==> src/rtl/mem_bus_arbiter.sv <==
// Two-requester round-robin arbiter for a single memory master port.
// Ports: clk/rst, req/we/addr/wdata per requester in, gnt/done/err/rdata per
// requester out, mem_addr/mem_wdata/mem_we to memory, mem_rdata/mem_ready in.
module mem_bus_arbiter #(
    parameter int LENGTH  = 32,
    parameter int TIMEOUT = 16
) (
    input  logic              clk,
    input  logic              rst,
    input  logic              req0,
    input  logic              we0,
    input  logic [LENGTH-1:0] addr0,
    input  logic [LENGTH-1:0] wdata0,
    input  logic              req1,
    input  logic              we1,
    input  logic [LENGTH-1:0] addr1,
    input  logic [LENGTH-1:0] wdata1,
    output logic              gnt0,
    output logic              done0,
    output logic              err0,
    output logic [LENGTH-1:0] rdata0,
    output logic              gnt1,
    output logic              done1,
    output logic              err1,
    output logic [LENGTH-1:0] rdata1,
    output logic [LENGTH-1:0] mem_addr,
    output logic [LENGTH-1:0] mem_wdata,
    output logic              mem_we,
    input  logic [LENGTH-1:0] mem_rdata,
    input  logic              mem_ready
);

    localparam int CW = (TIMEOUT > 1) ? $clog2(TIMEOUT) : 1;

    typedef enum logic [1:0] {
        IDLE,
        ACCESS,
        DONE
    } state_t;

    state_t            state;
    state_t            state_nx;
    logic              ptr;
    logic              owner;
    logic              cap_we;
    logic              aborted;
    logic [CW-1:0]     cnt;
    logic [LENGTH-1:0] addr_q;
    logic [LENGTH-1:0] wdata_q;
    logic [LENGTH-1:0] rdata0_q;
    logic [LENGTH-1:0] rdata1_q;

    logic any_req;
    logic win;
    logic tmo;

    assign any_req = req0 | req1;
    // Contention goes to the pointer; otherwise the lone requester wins.
    assign win     = (req0 & req1) ? ptr : req1;
    assign tmo     = (cnt == CW'(TIMEOUT - 1));

    assign mem_addr  = addr_q;
    assign mem_wdata = wdata_q;
    assign rdata0    = rdata0_q;
    assign rdata1    = rdata1_q;

    always_comb begin
        state_nx = state;
        gnt0     = 1'b0;
        gnt1     = 1'b0;
        done0    = 1'b0;
        done1    = 1'b0;
        err0     = 1'b0;
        err1     = 1'b0;
        mem_we   = 1'b0;
        unique case (state)
            IDLE: begin
                // Grant is a same-cycle pulse; suppressed while in reset.
                if (any_req && !rst) begin
                    gnt0     = ~win;
                    gnt1     = win;
                    state_nx = ACCESS;
                end
            end
            ACCESS: begin
                mem_we = cap_we;
                if (mem_ready || tmo) begin
                    state_nx = DONE;
                end
            end
            DONE: begin
                done0    = ~owner;
                done1    = owner;
                err0     = ~owner & aborted;
                err1     = owner & aborted;
                state_nx = IDLE;
            end
            default: state_nx = IDLE;
        endcase
    end

    always_ff @(posedge clk) begin
        if (rst) begin
            state    <= IDLE;
            ptr      <= 1'b0;
            owner    <= 1'b0;
            cap_we   <= 1'b0;
            aborted  <= 1'b0;
            cnt      <= '0;
            addr_q   <= '0;
            wdata_q  <= '0;
            rdata0_q <= '0;
            rdata1_q <= '0;
        end else begin
            state <= state_nx;
            unique case (state)
                IDLE: begin
                    if (any_req) begin
                        owner   <= win;
                        ptr     <= ~win;
                        cap_we  <= win ? we1 : we0;
                        addr_q  <= win ? addr1 : addr0;
                        wdata_q <= win ? wdata1 : wdata0;
                        cnt     <= '0;
                        aborted <= 1'b0;
                    end
                end
                ACCESS: begin
                    if (mem_ready) begin
                        // Stores leave the owner's read data untouched.
                        if (!cap_we) begin
                            if (owner) rdata1_q <= mem_rdata;
                            else       rdata0_q <= mem_rdata;
                        end
                    end else if (tmo) begin
                        aborted <= 1'b1;
                        if (owner) rdata1_q <= '0;
                        else       rdata0_q <= '0;
                    end else begin
                        cnt <= cnt + CW'(1);
                    end
                end
                default: ;
            endcase
        end
    end

endmodule

==> config.mk <==
export PLATFORM = sky130hd
export DESIGN_NAME = mem_bus_arbiter
export DESIGN_NICKNAME = d
export VERILOG_FILES = /design/src/rtl/mem_bus_arbiter.sv
export SDC_FILE = /design/constraint.sdc
export NUM_CORES = 1
export LEC_CHECK = 0
export CORE_MARGIN = 4
export CORE_UTILIZATION = 40
export CTS_CLUSTER_SIZE = 14
export DETAILED_ROUTE_END_ITERATION = 8
export PLACE_DENSITY = 0.79
export SYNTH_ARGS = -nofsm -noshare
export SYNTH_HDL_FRONTEND = slang
export SYNTH_SLANG_ARGS = --single-unit
==> constraint.sdc <==
create_clock -name clk -period 1.9 [get_ports clk]
set_input_delay 0.38 -clock clk [delete_from_list [all_inputs] [get_ports clk]]
set_output_delay 0.38 -clock clk [all_outputs]
set_load 0.01 [all_outputs]
# After elaboration in Yosys (flattened, before gate mapping)
# Cells that the tools add are included.
[totals] register_bits=138 out_inout_bits=135 in_bits=167
[classes] n_bitwise=6 addsub=1 n_mux=34 n_eq_ne=10 reduce_logical=12
[ops] operator="$mux 32" n=12
[ops] operator="$reduce_and 4->1" n=4
[ops] operator="$mux 1" n=14
[ops] operator="$ne 2x2->1 const B" n=7
[ops] operator="$mux 4" n=3
[ops] operator="$pmux 4 s2" n=1
[ops] operator="$add 4x1->4 const B" n=1
[ops] operator="$eq 4x4->1 const B" n=1
[ops] operator="$mux 2" n=2
[ops] operator="$pmux 2 s2" n=1
[ops] operator="$reduce_and 2->1" n=2
[ops] operator="$reduce_bool 2->1" n=2
[ops] operator="$and 1x1->1" n=3
[ops] operator="$eq 2x1->1 const B" n=1
[ops] operator="$eq 2x2->1 const B" n=1
[ops] operator="$logic_not 2->1" n=1
[ops] operator="$not 1->1" n=2
[ops] operator="$pmux 1 s2" n=1
[ops] operator="$logic_and 1x1->1" n=1
[ops] operator="$logic_not 1->1" n=1
[ops] operator="$logic_or 1x1->1" n=1
[ops] operator="$or 1x1->1" n=1

# Logic depth before layout (Yosys ltp)
# Gate-level depths: netlist of run 1.
[depth] word_depth=5 depth_mapped=6 mapped_depth_nobuf=4

# Least setup slack after synthesis of run 1
# OpenSTA, ideal clock, no wires.
[synth_timing] path_type="input -> output" start="input port req1" end="output port gnt1" t_arrival_ps=1299 path_stages=4 path_slack_ps=221 path_cell_list="or3b_1 buf_6 buf_6 nor3_1"
[synth_via] elab_chain_cells=4 word_cells_on_any_way=6 classes_between="mux (3); bitwise (2); reduce/logical (1)"
[synth_lines] item="start, declared" line="14" rtl="input logic req1,"
[synth_lines] item="$and 1x1->1 / $or 1x1->1 (equally long branches)" line="59, 57"
[synth_lines] item="$mux 1 / $logic_and 1x1->1 (equally long branches)" line="59, 79"
[synth_lines] item="$mux 1 (*)" line="79" rtl="if (any_req && !rst) begin"
[synth_lines] item="$mux 1 (*)" line="76" rtl="unique case (state)"
[synth_lines] item="end, declared" line="22" rtl="output logic gnt1,"
# Every way passes the cells marked *; elsewhere a longest branch is shown, timed or not.

# Final worst setup path of run 1
[layout_timing] start="register state[1]" end="output port err0"
[layout_via] elab_chain_cells=2
[layout_lines] item="start, declared" line="41" rtl="state_t state;"
[layout_lines] item="start signal, assigned" line="115" rtl="state <= state_nx;"
[layout_lines] item="$eq 2x2->1" line="76"
[layout_lines] item="$mux 1" line="76"
[layout_lines] item="end, declared" line="20" rtl="output logic err0,"
# Every way passes these cells.

==> metrics.log, run 1 <==
INFO  metric grt_max_degree = 72
INFO  metric end_of_the_worst_register_to_register_path = rdata1[19]$_SDFFE_PP0P_
INFO  metric fin_util = 0.664
INFO  metric timing.critical_path.required = 1.52 ns
INFO  metric cts.reportedPaths.clkPinSlew = 0.06 ns
INFO  metric yosys.area.top_type = sky130_fd_sc_hd__dfxtp_1
INFO  metric timing.final.crit_share = 0.967
INFO  metric mappedNetlistArea = 6210 um^2
INFO  metric timing.rr.start = cnt[0]$_SDFFE_PP0P_
INFO  metric outcome = completed
INFO  metric synth-warning-count = 0
INFO  metric placement_rows = 45
INFO  metric ys_seq_area_frac = 0.445
INFO  metric cts-htree-levels = 4
INFO  metric vias = 5854
INFO  metric dpl.cell_count = 1060
INFO  metric antenna_cells = 0
INFO  metric max-clock-path-buffers = 2
INFO  metric vdd.ir_drop.worst = 0.619 mV
INFO  metric clk_latency = 0.42 ns
INFO  metric detailed_place_hpwl = 13900 um
INFO  metric critPathMaxStageDelay = 0.34 ns
INFO  metric detail_route.wirelength = 20000 um
INFO  metric via_count_of_the_first_global_routing_pass = 5874
INFO  metric max_cap_viol_count = 0
INFO  metric ys_top_cells_by_area = sky130_fd_sc_hd__dfxtp_1, sky130_fd_sc_hd__mux2i_1, sky130_fd_sc_hd__nor4b_2
INFO  metric cts_made_buffers = 17
INFO  metric critical_path_peak_fanout = 5
INFO  metric drt_pass1_iterations = 5
INFO  metric synth_edf_count = 0
INFO  metric globalRouteMet2Util = 0.376
INFO  metric global_route_track_usage_on_met1 = 0.263
INFO  metric routed_wire_length_per_instance = 18.3 um
INFO  metric setup_violations = 0
INFO  metric syn_nets = 772
INFO  metric synth_top_flop_cell = sky130_fd_sc_hd__dfxtp_1
INFO  metric instances_no_fill = 1097
INFO  metric initial_core_utilization = 0.408
INFO  metric r2r_cells = 5
INFO  metric clock_sink_count = 138
INFO  metric critPathSlowestCell = sky130_fd_sc_hd__dfxtp_2
INFO  metric report.final.hold_viol_count = 0
INFO  metric min-delay-path-class = primary input to flip-flop
INFO  metric groute.layer.met3.usage = 0.0646
INFO  metric detail_route.vias_per_cell = 5.34
INFO  metric floorplan.die_area = 17600 um^2
INFO  metric layout.nets = 1064
INFO  metric place.gp.congestion = 0.783
INFO  metric unrepaired_setup_endpoints_after_global_routing = no
INFO  metric dieHeight = 133 um
INFO  metric synth_area_per_cell = 10.3 um^2
INFO  metric holdWs = 0.216 ns
INFO  metric max_slew_margin = 0.557
INFO  metric post_route_cells_drive_above_1_share = 0.145
INFO  metric worst_hold_path.num_cells = 2
INFO  metric holdPathEnd = ptr$_SDFFE_PP0P_
INFO  metric number_of_different_library_cells_in_the_post_synthesis_netlist = 43
INFO  metric totalNegativeSetupSlack = 0 ns
INFO  metric min_from = rst
INFO  metric power_per_cell_area = 800 nW/um^2
INFO  metric clk_root_buffer_cell = sky130_fd_sc_hd__clkbuf_16
INFO  metric grt_busiest_layer = met2
INFO  metric first_pass_grt_wire_length = 31700 um
INFO  metric drt_drc_violations_left = 0
INFO  metric worstPathBufferInverterCount = 2
INFO  metric coreArea = 15200 um^2
INFO  metric antenna_violations_before_repair = 0
INFO  metric drv_slew = 0
INFO  metric tritoncts = yes
INFO  metric timing.fmax = 544 MHz
INFO  metric buffer_ports.inserted = 301
INFO  metric power.leakage = 3.97 nW
INFO  metric post-synth-top-area-fraction = 0.445
INFO  metric yosys_register_bits = 138
INFO  metric clock_skew = 0.00926 ns
INFO  metric cp_cell_sequence = buf_6 > nor2b_4 > and3_1 > dlygate4sd2_1
INFO  metric timing.setup.critical_path_class = flip-flop to output pin
INFO  metric final_critical_path_required_period = 1.84 ns
INFO  metric worst_pin_slew = 0.664 ns
INFO  metric critPathLaunchType = flip-flop
INFO  metric timing.reg2reg.setup_slack = 0.16 ns
INFO  metric synth_async_sr_flop_share = 0
INFO  metric drt_initial_violations = 285
INFO  metric globalRouteTotalUtil = 0.221
INFO  metric timing.critical_path.arrival = 1.46 ns
INFO  metric route.antenna.remaining_nets = 0
INFO  metric syn2layout_area_growth = 62.7%
INFO  metric globalRouteOverflowTotal = 0
INFO  metric critPathCaptureType = output pin
INFO  metric layout.filler_cells = 1229
INFO  metric crit_path_leading_delay_family = buffers and inverters
INFO  metric synth_cells = 604
INFO  metric top_level_ports = 302
INFO  metric chipWidth = 133 um
-- routing by layer --
| metal | up-vias | routed length (um) |
|---|---|---|
| li1 | 2807 | - |
| met1 | 2780 | 8300 |
| met2 | 235 | 9890 |
| met3 | 32 | 1360 |
| met4 | 0 | 482 |
| met5 | - | 0 |
-- logic make-up (layout without fill, tap and decap cells) --
| kind of cell | after synthesis | in the layout | share of synthesized area |
|---|---|---|---|
| DFF | 138 | 138 | 0.445 |
| AOI/OAI and AO/OA | 108 | 108 | 0.133 |
| buffers and inverters | 63 | 368 | 0.0554 |
| adders and majority gates | 1 | 1 | 0.00201 |
| and+or+nand+nor | 229 | 229 | 0.260 |
| muxes | 65 | 65 | 0.105 |
-- metrics by stage --
step / instance area, um^2 / power (W) / worst slack (ns)
after floorplan: 6210 / 0.00389 / 0.221
after global placement: 9460 / 0.00474 / -0.633
after detailed placement: 9460 / 0.00475 / -0.634
after CTS: 10100 / 0.00813 / 0.0103
after global routing: 10100 / 0.00838 / 0.00196
final: 10100 / 0.00808 / 0.0632
-- synth_stat cells, types with 2 or more instances --
cell type,n
sky130_fd_sc_hd__dfxtp_1,138
sky130_fd_sc_hd__nand2b_1,66
sky130_fd_sc_hd__mux2i_1,65
sky130_fd_sc_hd__nand3_1,57
sky130_fd_sc_hd__nor4b_2,38
sky130_fd_sc_hd__nand2_1,35
sky130_fd_sc_hd__a221o_1,30
sky130_fd_sc_hd__a31oi_1,28
sky130_fd_sc_hd__clkbuf_1,28
sky130_fd_sc_hd__o21ai_0,27
sky130_fd_sc_hd__buf_2,20
sky130_fd_sc_hd__buf_6,11
sky130_fd_sc_hd__a221o_2,9
sky130_fd_sc_hd__nor2_1,5
sky130_fd_sc_hd__nor2b_1,5
sky130_fd_sc_hd__a21oi_1,3
sky130_fd_sc_hd__and2_1,3
sky130_fd_sc_hd__and3_1,3
sky130_fd_sc_hd__buf_1,3
sky130_fd_sc_hd__nor3_1,3
sky130_fd_sc_hd__a211oi_1,2
sky130_fd_sc_hd__nor3b_1,2
sky130_fd_sc_hd__o211ai_2,2
sky130_fd_sc_hd__or3b_1,2
-- worst max-delay path by stage --
stage | cells after the start | slack (ns) | start | to
global route | 4 | 0.002 | state[1]$_SDFFE_PP0P_ | err0
finish | 4 | 0.06 | state[1]$_SDFFE_PP0P_ | err0
CTS | 4 | 0.01 | state[1]$_SDFFE_PP0P_ | mem_we
detailed placement | 4 | -0.63 | req1 | gnt1
floorplan | 4 | 0.22 | req1 | gnt1
global placement | 4 | -0.63 | req1 | gnt1
-- area by class of cell --
class	count	area (um^2)	share of cell area
Clock buffer	18	429	0.0425
Clock inverter	14	168	0.0166
Inverter	1	3.75	0.000372
Multi-Input combinational cell	403	3160	0.313
Sequential cell	138	2760	0.274
Tap cell	188	235	0.0233
Timing Repair Buffer	335	3340	0.331
-- state kept, by name (all words and copies together) (netlist names) --
signal	flops
state	2
rdata0	32
cnt	4
owner	1
rdata1	32
mem_wdata	32
ptr	1
cap_we	1
aborted	1
mem_addr	32
-- cells in the final DEF, fill, tap and decap left out, types with 4 or more instances in the layout --
master / netlist / routed
sky130_fd_sc_hd__o21ai_0: 27 / 27
sky130_fd_sc_hd__a221o_1: 30 / 30
sky130_fd_sc_hd__nand2b_1: 66 / 66
sky130_fd_sc_hd__inv_6: 0 / 4
sky130_fd_sc_hd__clkbuf_16: 0 / 17
sky130_fd_sc_hd__buf_4: 0 / 27
sky130_fd_sc_hd__buf_12: 0 / 7
sky130_fd_sc_hd__nand2_1: 35 / 35
sky130_fd_sc_hd__dlygate4sd2_1: 0 / 4
sky130_fd_sc_hd__a221o_2: 9 / 9
sky130_fd_sc_hd__nor4b_2: 38 / 38
sky130_fd_sc_hd__mux2i_1: 65 / 65
sky130_fd_sc_hd__dfxtp_1: 138 / 137
sky130_fd_sc_hd__clkinv_2: 0 / 4
sky130_fd_sc_hd__nor2_1: 5 / 5
sky130_fd_sc_hd__nand3_1: 57 / 57
sky130_fd_sc_hd__a31oi_1: 28 / 28
sky130_fd_sc_hd__clkdlybuf4s50_1: 0 / 292
-- what timing repair did --
item | CTS | global route
endpoints found under the setup margin | 7 | 2
buffers inserted | 2 | 3
hold buffers | 0 | 0
gates resized for setup | 23 | 4
pin swaps | 1 | 0
-- power breakdown --
part           internal [W]  total (W)  switching [W]
logic              0.000886    0.00154       0.000658
clock network       0.00207    0.00337        0.00130
registers           0.00307    0.00316      0.0000976
total               0.00602    0.00808        0.00206
(Power assumes the default switching activity.)
==> inputs of run 2 (changes only) <==
--- a/config.mk
+++ b/config.mk
@@ -6,10 +6,10 @@
 export NUM_CORES = 1
 export LEC_CHECK = 0
 export CORE_MARGIN = 4
-export CORE_UTILIZATION = 40
+export CORE_UTILIZATION = 43
 export CTS_CLUSTER_SIZE = 14
 export DETAILED_ROUTE_END_ITERATION = 8
-export PLACE_DENSITY = 0.79
+export PLACE_DENSITY = 0.84
 export SYNTH_ARGS = -nofsm -noshare
 export SYNTH_HDL_FRONTEND = slang
 export SYNTH_SLANG_ARGS = --single-unit
==> constraint.sdc (replaced) <==
create_clock -name clk -period 2.3 [get_ports clk]
set_input_delay 0.46 -clock clk [delete_from_list [all_inputs] [get_ports clk]]
set_output_delay 0.46 -clock clk [all_outputs]
set_load 0.01 [all_outputs]
==> metrics.log, run 2 (synthesized netlist as in run 1, its figures left out) <==
INFO  metric outcome = completed
INFO  metric detail_route.vias_per_cell = 5.54 (+3.9%)
INFO  metric drt_initial_violations = 359 (+26%)
INFO  metric leading_cell_types_in_the_layout_fill_and_taps_excluded = sky130_fd_sc_hd__clkdlybuf4s50_1, sky130_fd_sc_hd__dfxtp_1, sky130_fd_sc_hd__nand2b_1
INFO  metric max-clock-path-buffers = 2 (unchanged)
INFO  metric cts_hold_repair.buffers = 0 (unchanged)
INFO  metric clock_skew = 0.00751 ns (-0.00175 ns)
INFO  metric dieHeight = 128 um (-3.3%)
INFO  metric critPathSlowestCell = sky130_fd_sc_hd__or3b_2
INFO  metric clk_root_buffer_cell = sky130_fd_sc_hd__clkbuf_16
INFO  metric drt_pass1_iterations = 5 (unchanged)
INFO  metric timing.reg2reg.setup_slack = 0.44 ns (+0.28 ns)
INFO  metric max_cap_viol_count = 0 (unchanged)
INFO  metric timing.critical_path.arrival = 1.74 ns (+0.28 ns)
INFO  metric critPathMaxStageDelay = 0.49 ns (+0.15 ns)
INFO  metric clk_latency = 0.42 ns (about the same)
INFO  metric setup.worst_path.start = req1
INFO  metric detail_route.wirelength = 20900 um (+4.1%)
INFO  metric cts_setup_buffers = 0 (-2)
INFO  metric globalRouteOverflowTotal = 0 (unchanged)
INFO  metric setup_ws = 0.0987 ns (+0.0355 ns)
INFO  metric routed_wire_length_per_instance = 19.4 um (+6.1%)
INFO  metric place.gp.congestion = 0.853 (+8.9%)
INFO  metric globalRouteTotalUtil = 0.246 (+0.0251)
INFO  metric setup_violations = 0 (unchanged)
INFO  metric r2r_cells = 4 (-1)
INFO  metric unrepaired_setup_endpoints_after_global_routing = no
INFO  metric initial_core_utilization = 0.444 (+0.0354)
INFO  metric cts-htree-levels = 4 (unchanged)
INFO  metric end_of_the_worst_register_to_register_path = mem_wdata[9]$_SDFFE_PP0P_
INFO  metric tritoncts = yes
INFO  metric clock_sink_count = 138 (unchanged)
INFO  metric totalPowerFinal = 0.00676 W (-16%)
INFO  metric grt_max_degree = 89 (+24%)
INFO  metric top_level_ports = 302 (unchanged)
INFO  metric totalNegativeSetupSlack = 0 ns (unchanged)
INFO  metric layout.filler_cells = 1009 (-18%)
INFO  metric detailed_place_hpwl = 14700 um (+5.6%)
INFO  metric first_pass_grt_wire_length = 32200 um (+1.5%)
INFO  metric cts_made_buffers = 17 (unchanged)
INFO  metric syn2layout_area_growth = 61.0%
INFO  metric timing.setup.critical_path_class = primary input to output pin
INFO  metric chipWidth = 128 um (-3.3%)
INFO  metric worst_pin_slew = 1.06 ns (+0.398 ns)
INFO  metric crit_path_end = gnt1
INFO  metric cp_cell_sequence = clkdlybuf4s50_1 > or3b_2 > nor3_2 > buf_2
INFO  metric power.leakage = 3.94 nW (-0.72%)
INFO  metric power_per_cell_area = 677 nW/um^2 (-15%)
INFO  metric fin_util = 0.714 (+0.0502)
INFO  metric coreArea = 14000 um^2 (-8.0%)
INFO  metric floorplan.die_area = 16400 um^2 (-6.6%)
INFO  metric report.final.hold_viol_count = 0 (unchanged)
INFO  metric cts.reportedPaths.clkPinSlew = 0.05 ns (about the same)
INFO  metric critPathLaunchType = primary input
INFO  metric via_count_of_the_first_global_routing_pass = 6225 (+6.0%)
INFO  metric dpl_worst_slack = -0.344 ns (+0.290 ns)
INFO  metric antenna_violations_before_repair = 0 (unchanged)
INFO  metric route.antenna.remaining_nets = 0 (unchanged)
INFO  metric drv_slew = 0 (unchanged)
INFO  metric timing.critical_path.required = 1.84 ns (+0.32 ns)
INFO  metric post_route_cells_drive_above_1_share = 0.130 (-0.0148)
INFO  metric placement_rows = 43 (-4.4%)
INFO  metric critPathCaptureType = output pin
INFO  metric holdWs = 0.288 ns (+0.0723 ns)
INFO  metric drt_drc_violations_left = 0 (unchanged)
INFO  metric buffer_ports.inserted = 301 (unchanged)
INFO  metric vias = 5969 (+2.0%)
INFO  metric antenna_cells = 0 (unchanged)
INFO  metric layout_commonest_cell = sky130_fd_sc_hd__clkdlybuf4s50_1
INFO  metric final_critical_path_required_period = 2.20 ns
INFO  metric max_slew_margin = 0.292 (-0.265)
INFO  metric min-delay-path-class = primary input to flip-flop
INFO  metric critical_path_peak_fanout = 2 (-3)
INFO  metric timing.rr.start = state[1]$_SDFFE_PP0P_
INFO  metric vdd.ir_drop.worst = 0.500 mV (-19%)
INFO  metric layout.nets = 1052 (-1.1%)
INFO  metric timing.final.crit_share = 0.957
INFO  metric timing.fmax = 454 MHz
==> run 2: cell types whose count changed in the layout (fill, tap and decap cells not counted), sizes merged <==
cell	change
buf	-13
bufinv	+1
clkdlybuf4s50	+1
clkinv	+4
clkinvlp	-3
dlygate4sd2	+1
dlymetal6s2s	+1
inv	-4
==> run 2: worst min path at each step <==
stage | startpoint | end | slack, ns | depth (start not counted)
5_1_grt | rst | ptr$_SDFFE_PP0P_ | 0.29 | 2
3_3_place_gp | rdata1[29]$_SDFFE_PP0P_ | rdata1[29]$_SDFFE_PP0P_ | 0.46 | 2
3_5_place_dp | rdata1[5]$_SDFFE_PP0P_ | rdata1[5]$_SDFFE_PP0P_ | 0.47 | 2
4_1_cts | rst | ptr$_SDFFE_PP0P_ | 0.27 | 2
6_report | rst | ptr$_SDFFE_PP0P_ | 0.29 | 2
2_1_floorplan | cnt[1]$_SDFFE_PP0P_ | cnt[1]$_SDFFE_PP0P_ | 0.47 | 2
==> run 2: area by class of cell <==
cell class / instances / area [um^2] / area share
clock inverters: 12 / 171 / 0.0172
flip-flops and latches: 138 / 2760 / 0.276
clock buffers: 20 / 457 / 0.0457
multi-input cells: 403 / 3150 / 0.316
repair buffers: 323 / 3220 / 0.322
well taps: 180 / 225 / 0.0225
inverters: 1 / 3.75 / 0.000376
==> run 2: metal layers <==
| metal | track usage | share of wire |
|---|---|---|
| met1 | 0.262 | 0.38 |
| met2 | 0.441 | 0.51 |
| met5 | 0 | 0 |
| met3 | 0.0800 | 0.077 |
| met4 | 0.107 | 0.035 |
==> run 2: repair_timing <==
action,4_1_cts,5_1_grt
setup endpoints to repair,6,2
pin swaps,0,1
hold endpoints to repair,0,0
gates resized for setup,11,3
==> run 2: critical path, delay by kind of cell <==
| kind | cells | cell delay [ns] |
|---|---|---|
| buffers and inverters | 2 | 0.64 |
| and+or+nand+nor | 2 | 0.64 |
==> run 2: report_power, final <==
part	leakage, nW	switching, W	internal (W)
combinational	2.50	0.000542	0.000705
clock	0.313	0.00103	0.00187
sequential	1.13	0.0000861	0.00253
total	3.94	0.00166	0.00510
==> run 2: through the flow <==
stage                     instance area [um^2]  cells
final                                     9990   1077
after global routing                      9990   1077
after CTS                                 9990   1077
after detailed placement                  9360   1045
after global placement                    9360   1045
after floorplan                           6210    604
==> inputs of run 3 (changes only) <==
--- a/config.mk
+++ b/config.mk
@@ -7,7 +7,7 @@
 export LEC_CHECK = 0
 export CORE_MARGIN = 4
 export CORE_UTILIZATION = 43
-export CTS_CLUSTER_SIZE = 14
+export CTS_CLUSTER_SIZE = 25
 export DETAILED_ROUTE_END_ITERATION = 8
 export PLACE_DENSITY = 0.84
 export SYNTH_ARGS = -nofsm -noshare
==> results of run 3 <==
Final layout, timing and power as in run 2 (identical DEF).
